<file path="src/rtl/spi_arb_pkg.sv">
// Shared types and constants for the SPI arbiter: FSM state encoding,
// timeout response word and slave-select codes.
package spi_arb_pkg;

  typedef enum logic [1:0] {
    IDLE   = 2'd0,
    LAUNCH = 2'd1,
    BUSY   = 2'd2,
    DONE   = 2'd3
  } state_t;

  localparam logic [15:0] SPI_TO_RESP = 16'hEEEE;

  localparam logic [2:0] SS_CH1  = 3'b000;
  localparam logic [2:0] SS_CH2  = 3'b001;
  localparam logic [2:0] SS_CH3  = 3'b010;
  localparam logic [2:0] SS_TRIG = 3'b011;
  localparam logic [2:0] SS_EEP  = 3'b100;

endpackage

</file>
<file path="src/rtl/spi_arb_sel.sv">
// Winner select between the two requesters. With SPI_ARB_RR_EN defined a
// round-robin pointer breaks ties; otherwise req0 has fixed priority.
module spi_arb_sel (
`ifdef SPI_ARB_RR_EN
  input  logic clk,
  input  logic rst,
  input  logic take,
`endif
  input  logic vld0,
  input  logic vld1,
  output logic any,
  output logic idx
);

  assign any = vld0 | vld1;

`ifdef SPI_ARB_RR_EN
  logic ptr;

  // ptr names the preferred requester; a lone requester wins regardless
  always_comb begin
    if (vld0 && vld1) idx = ptr;
    else              idx = vld1;
  end

  always_ff @(posedge clk) begin
    if (rst)       ptr <= 1'b0;
    else if (take) ptr <= ~idx;
  end
`else
  assign idx = ~vld0;
`endif

endmodule

</file>
<file path="src/rtl/spi_arbiter.sv">
// Two-requester arbiter in front of the SPI master: grants one transaction at a
// time, launches it, waits for SPI_done (with timeout) and returns the read word.
// Optional round-robin arbitration via `define SPI_ARB_RR_EN.
module spi_arbiter
  import spi_arb_pkg::*;
#(
  parameter int TIMEOUT_CYC = 1024,
  parameter int TO_W        = 10
) (
  input  logic        clk,
  input  logic        rst,
  input  logic        req0_vld,
  input  logic [2:0]  req0_ss,
  input  logic [15:0] req0_data,
  input  logic        req1_vld,
  input  logic [2:0]  req1_ss,
  input  logic [15:0] req1_data,
  output logic        req0_done,
  output logic        req1_done,
  output logic [15:0] rsp_data,
  output logic        wrt_SPI,
  output logic [15:0] SPI_data,
  output logic [2:0]  ss,
  input  logic        SPI_done,
  input  logic [15:0] SPI_rd_data,
  output logic        busy,
  output logic        timeout_err,
  output state_t      state_dbg
);

  // Handshake: a requester raises reqN_vld with stable ss/data and holds it
  // until its one-cycle reqN_done; requests are sampled only in IDLE.
  state_t            state, state_nxt;
  logic              owner;
  logic [TO_W-1:0]   to_cnt;
  logic              grant_any, grant_idx;
  logic              timeout_hit;

  assign timeout_hit = (to_cnt == TO_W'(TIMEOUT_CYC - 1));
  assign state_dbg   = state;

  spi_arb_sel u_sel (
`ifdef SPI_ARB_RR_EN
    .clk  (clk),
    .rst  (rst),
    .take ((state == IDLE) && grant_any),
`endif
    .vld0 (req0_vld),
    .vld1 (req1_vld),
    .any  (grant_any),
    .idx  (grant_idx)
  );

  always_ff @(posedge clk) begin
    if (rst) state <= IDLE;
    else     state <= state_nxt;
  end

  always_comb begin
    state_nxt = state;
    case (state)
      IDLE:    if (grant_any) state_nxt = LAUNCH;
      LAUNCH:  state_nxt = BUSY;
      BUSY:    if (SPI_done || timeout_hit) state_nxt = DONE;
      DONE:    state_nxt = IDLE;
      default: state_nxt = IDLE;
    endcase
  end

  always_comb begin
    wrt_SPI   = (state == LAUNCH);
    busy      = (state != IDLE);
    req0_done = (state == DONE) && !owner;
    req1_done = (state == DONE) &&  owner;
  end

  // ss/SPI_data keep the last transaction's values between transactions
  always_ff @(posedge clk) begin
    if (rst) begin
      owner       <= 1'b0;
      ss          <= SS_CH1;
      SPI_data    <= 16'h0000;
      rsp_data    <= 16'h0000;
      to_cnt      <= '0;
      timeout_err <= 1'b0;
    end else begin
      case (state)
        IDLE: begin
          if (grant_any) begin
            owner    <= grant_idx;
            ss       <= grant_idx ? req1_ss   : req0_ss;
            SPI_data <= grant_idx ? req1_data : req0_data;
          end
        end
        LAUNCH: to_cnt <= '0;
        BUSY: begin
          // a real completion takes precedence over a same-cycle timeout
          if (SPI_done) begin
            rsp_data <= SPI_rd_data;
          end else if (timeout_hit) begin
            rsp_data    <= SPI_TO_RESP;
            timeout_err <= 1'b1;
          end else begin
            to_cnt <= to_cnt + TO_W'(1);
          end
        end
        default: ;
      endcase
    end
  end

endmodule

</file>
<file path="config.mk">
export PLATFORM = sky130hd
export DESIGN_NAME = spi_arbiter
export DESIGN_NICKNAME = d
export VERILOG_FILES = /design/src/rtl/spi_arb_pkg.sv /design/src/rtl/spi_arb_sel.sv /design/src/rtl/spi_arbiter.sv
export SDC_FILE = /design/constraint.sdc
export NUM_CORES = 1
export LEC_CHECK = 0
export CAP_MARGIN = 20
export CORE_ASPECT_RATIO = 0.9
export CORE_UTILIZATION = 38
export DETAILED_ROUTE_END_ITERATION = 12
export PLACE_DENSITY_LB_ADDON = 0.15
export SLEW_MARGIN = 15
export SYNTH_ARGS = -nofsm -noshare
export SYNTH_HDL_FRONTEND = slang
export SYNTH_SLANG_ARGS = --single-unit
</file>
<file path="constraint.sdc">
create_clock -name clk -period 1.6 [get_ports clk]
set_input_delay 0.32 -clock clk [delete_from_list [all_inputs] [get_ports clk]]
set_output_delay 0.32 -clock clk [all_outputs]
set_load 0.05 [all_outputs]
</file>
After elaboration in Yosys (flattened, before gate mapping)
Cells that the tools add are included.
Widths: inputs -> output; s select.
{ "totals": {"inputBits": 59, "wordCells": 42, "regBits": 49} }
{ "op_classes": {"bitwise_logic": 3, "n_eq_ne": 8, "muxes": 10, "addsub": 1, "reduce_logical": 13} }
{ "op_table": {"columns": ["operator", "n"], "rows": [
  ["$mux 16", 3],
  ["$mux 10", 2],
  ["$pmux 10 s2", 1],
  ["$add 10x1->10 const B", 1],
  ["$eq 10x10->1 const B", 1],
  ["$ne 2x2->1 const B", 4],
  ["$pmux 2 s4", 1],
  ["$reduce_and 2->1", 3],
  ["$reduce_and 3->1", 2],
  ["$reduce_bool 2->1", 3],
  ["$eq 2x2->1 const B", 2],
  ["$mux 2", 2],
  ["$mux 3", 1],
  ["$eq 2x1->1 const B", 1],
  ["$logic_and 1x1->1", 2],
  ["$logic_not 2->1", 1],
  ["$not 1->1", 2],
  ["$logic_not 1->1", 1],
  ["$logic_or 1x1->1", 1],
  ["$or 1x1->1", 1]
]} }

Depth between registers and ports, before layout
{ "depth": {"depth_word": 4, "mapped_depth": 8, "ltp_nobuf": 6} }

By module
A second synthesis with hierarchy kept.
{ "unflattened": {"cells_unflattened": 266, "hier_area_um2": 2304.7} }
{ "modules_own_cells": {"columns": ["module", "cells_per_inst", "seq_area_each_um2", "n_inst", "area_per_inst_um2"], "rows": [
  ["spi_arbiter", 264, 980.9, 1, 2294.7],
  ["spi_arb_sel", 2, 0.0, 1, 10.0]
]} }

Least setup slack after synthesis
Ideal clock, no wire load.
{ "synth_path": {"kind": "reg-to-reg", "startpoint": "reg state[0] (netlist: state_dbg[0])", "endpoint": "reg SPI_data[10]", "n_path_buf": 2, "path_stages_with_launch": 8, "t_required_ns": 1.514, "arrival_time_ns": 2.066, "synth_period_minus_slack_ns": 2.151, "slack_ns": -0.551, "setup_time_ns": 0.086, "cell_sequence": "dfxtp_1 inv_1 ha_1 inv_1 nor2_1 buf_2 buf_1 a211oi_1"} }
{ "synth_between": {"elab_chain_cells": 2} }
{ "synth_lines": {"columns": ["element", "line_no", "source"], "rows": [
  ["start, declared", "spi_arbiter.sv:33", "state_t state, state_nxt;"],
  ["start signal, assigned", "spi_arbiter.sv:56", "else state <= state_nxt;"],
  ["$logic_not 2->1", "spi_arbiter.sv:87", "case (state)"],
  ["$reduce_and 2->1 (no line)", null, null],
  ["end signal, assigned", "spi_arbiter.sv:92", "SPI_data <= grant_idx ? req1_data : req0_data;"],
  ["end, declared", "spi_arbiter.sv:22", "output logic [15:0] SPI_data,"]
]} }
Every way passes these cells.
A chain may end at the register's enable or synchronous reset.

Final worst setup path
{ "layout_path": {"startpoint": "reg state[1] (netlist: state_dbg[1])", "endpoint": "out req1_done"} }
{ "layout_between": {"elab_chain_cells": 2} }
{ "layout_lines": {"columns": ["element", "line_no", "source"], "rows": [
  ["$eq 2x2->1", "spi_arbiter.sv:74", "req1_done = (state == DONE) && owner;"],
  ["$logic_and 1x1->1", "spi_arbiter.sv:74", null],
  ["end, declared", "spi_arbiter.sv:19", "output logic req1_done,"]
]} }
Every way passes these cells.

==> reports/results.tsv <==
metric	value	unit
run_status	finished with violations	
violations	design-rule violations	
grt_first_pass_wirelength	10.0	mm
cap_viol_max_count	0	
h-tree-depth	2	
skew	0.00309	ns
grt.total_usage	19.3	%
final_layout_size_suffix_gt1_share	28.0	%
ff2ff_path_depth	5	
r2r_start	state_dbg[1]	
relSlewSlack	71.1	%
grt.overflow.total	0	
ir_drop	0.871	mV
cts_tree	yes	
crit_path_end_kind	output pin	
setup_viol	0	
antenna_found_initial	0	
reg2reg_to	to_cnt[7]	
drc	6	
p_per_area	1480	nW/µm²
period_share	98.5	%
setup_tns	0	ns
io_buffers	100	
hold_violations	0	
reg2reg_slack	0.10	ns
die_h	76.2	µm
use_met2	30.7	%
worstSetupStartpointType	flip-flop	
n_antenna_cell	0	
synth_area	2320	µm²
crit_required	1.28	ns
top_usage_layer	met2	
p_leak	0.00152	µW
vias	2289	
yosys_warnings	0	
grt_pass1_vias	2209	
layout_common_cells	buf_4, clkdlybuf4s50_1, nor2_1	
ys_seq_elements	49	
fin_nets	441	
synth.distinct_cells	44	
period_needed	1.58	ns
crit_end	req1_done	
grt_max_degree	29	
initial_core_util	40.1	%
max_slew.worst_pin.slew	0.434	ns
rows	26	
met3_usage	7.37	%
ant_nets	0	
syn-num-nets	324	
startpoint	state_dbg[1]	
netlist_instances	260	
cts.path.max_buffers	2	
wl	5.96	mm
whs	0.439	ns
met1_usage	24.5	%
slew_violations	0	
place.detailed.hpwl	4.42	mm
numCtsBuffers	5	
die_area	6430	µm²
min-delay-path-class	in2reg	
criticalPathCategory	reg2out	
clock_sink_count	49	
fin_util	64.4	%
ys_seq_area_share	42.2	%
core	5790	µm²
drtIter0Drc	66	
crit_fanout	4	
cts_hold_buf	0	
rsz0062_at_grt	yes	
gp_congestion	0.803	
routedWlPerCell	13.3	µm
first_pass_iters	8	
top_level_ports	101	
cp.arrival	1.26	ns
clk_latency	0.30	ns
die_w	84.4	µm
syn2layout_area_growth	60.7	%
syn_avg_cell_area	8.93	µm²
place_area	3520	µm²
cts_root_buf	clkbuf_8	
fmax	635	MHz
avgViaCountPerCell	5.11	
clkTransAtPathRegs	0.09	ns
final_common_cell	buf_4	
fin_area	3730	µm²
## cell type report
| cell class | count | area, µm² |
|---|---|---|
| Fill cell | 527 | 2060 |
| Multi-Input combinational cell | 183 | 1310 |
| Timing Repair Buffer | 129 | 1210 |
| Sequential cell | 49 | 992 |
| Tap cell | 70 | 87.6 |
| Clock buffer | 7 | 76.3 |
| Inverter | 9 | 42.5 |
| Clock inverter | 1 | 7.51 |
## where the power goes
group          leakage (µW)  internal, µW  total [µW]  switching, µW
clock             0.0000385           310         729            418
combinational       0.00108          1190        3090           1900
sequential         0.000404          1520        1690            170
## Yosys cell counts (all sizes together)
master / number / area (µm²)
a211o: 1 / 8.76
nand3: 8 / 40.0
nand4b: 1 / 8.76
nor2b: 2 / 12.5
dfxtp: 49 / 981
ha: 5 / 62.6
a41oi: 2 / 17.5
nand3b: 2 / 15.0
nor3: 2 / 10.0
nor2: 50 / 190
o211ai: 2 / 20.0
o311ai: 3 / 26.3
a32oi: 1 / 8.76
o21a: 13 / 97.6
or4: 3 / 22.5
and3: 1 / 7.51
nor4: 1 / 6.26
and3b: 1 / 8.76
clkbuf: 10 / 37.5
a31o: 2 / 17.5
buf: 9 / 55.0
inv: 9 / 33.8
nand4: 2 / 12.5
and2: 2 / 12.5
a2111oi: 1 / 27.5
and4: 2 / 17.5
nand2b: 2 / 12.5
nand2: 8 / 30.0
o21ai: 6 / 30.0
mux2i: 22 / 220
a31oi: 2 / 18.8
a22oi: 1 / 7.51
a21oi: 12 / 60.1
a211oi: 21 / 158
a311oi: 1 / 15.0
and4bb: 1 / 12.5
## through the flow
step | cells | power [µW] | worst slack (ns)
after floorplan | 260 | 3640 | -0.0480
after global placement | 436 | 4650 | -0.212
after detailed placement | 436 | 4670 | -0.250
after CTS | 445 | 5460 | 0.00218
after global routing | 448 | 5830 | -0.0256
final | 448 | 5510 | 0.0245
## critical path, stage by stage (launching register included)
cell     delay (ns)
dfxtp_4        0.38
buf_12         0.13
ha_4           0.15
and2_4         0.16
buf_12         0.14
## per-layer routing
layer / part of all wire (%) / routed length (µm)
met5: 0 / 0
met4: 0.97 / 58
met3: 8.6 / 511
met2: 45 / 2670
met1: 46 / 2720
## sequential cells by signal, indices dropped and copies added, names as in the netlist
register and count:
state_dbg 2, SPI_data 16, timeout_err 1, owner 1, to_cnt 10, ss 3, rsp_data 16
## worst min path at each step
stage | start | end | slack, ns | cells past startpoint
floorplan | to_cnt[1] | to_cnt[1] | 0.48 | 2
finish | rst | to_cnt[1] | 0.44 | 2
CTS | rst | to_cnt[1] | 0.43 | 2
global route | rst | to_cnt[6] | 0.46 | 2
detailed placement | rsp_data[13] | rsp_data[13] | 0.45 | 1
global placement | rsp_data[10] | rsp_data[10] | 0.45 | 1
## repair_timing
action	CTS	global route
setup buffers	1	3
endpoints found under the setup margin	14	29
gates resized for setup	6	16
endpoints found under the hold margin	0	0
pin swaps	0	5
## cells by family (layout without fill, tap and decap cells)
logic type	after synthesis	count (layout)	share of synthesized area, %
adder cells (fa/ha/maj)	5	5	2.69
flip-flops	49	49	42.2
buffers and inverters	28	146	5.44
AND/OR/NAND/NOR	88	88	18.0
AO/OA/AOI/OAI	68	68	22.1
multiplexers	22	22	9.48
Power figures use the tool's default switching activity.
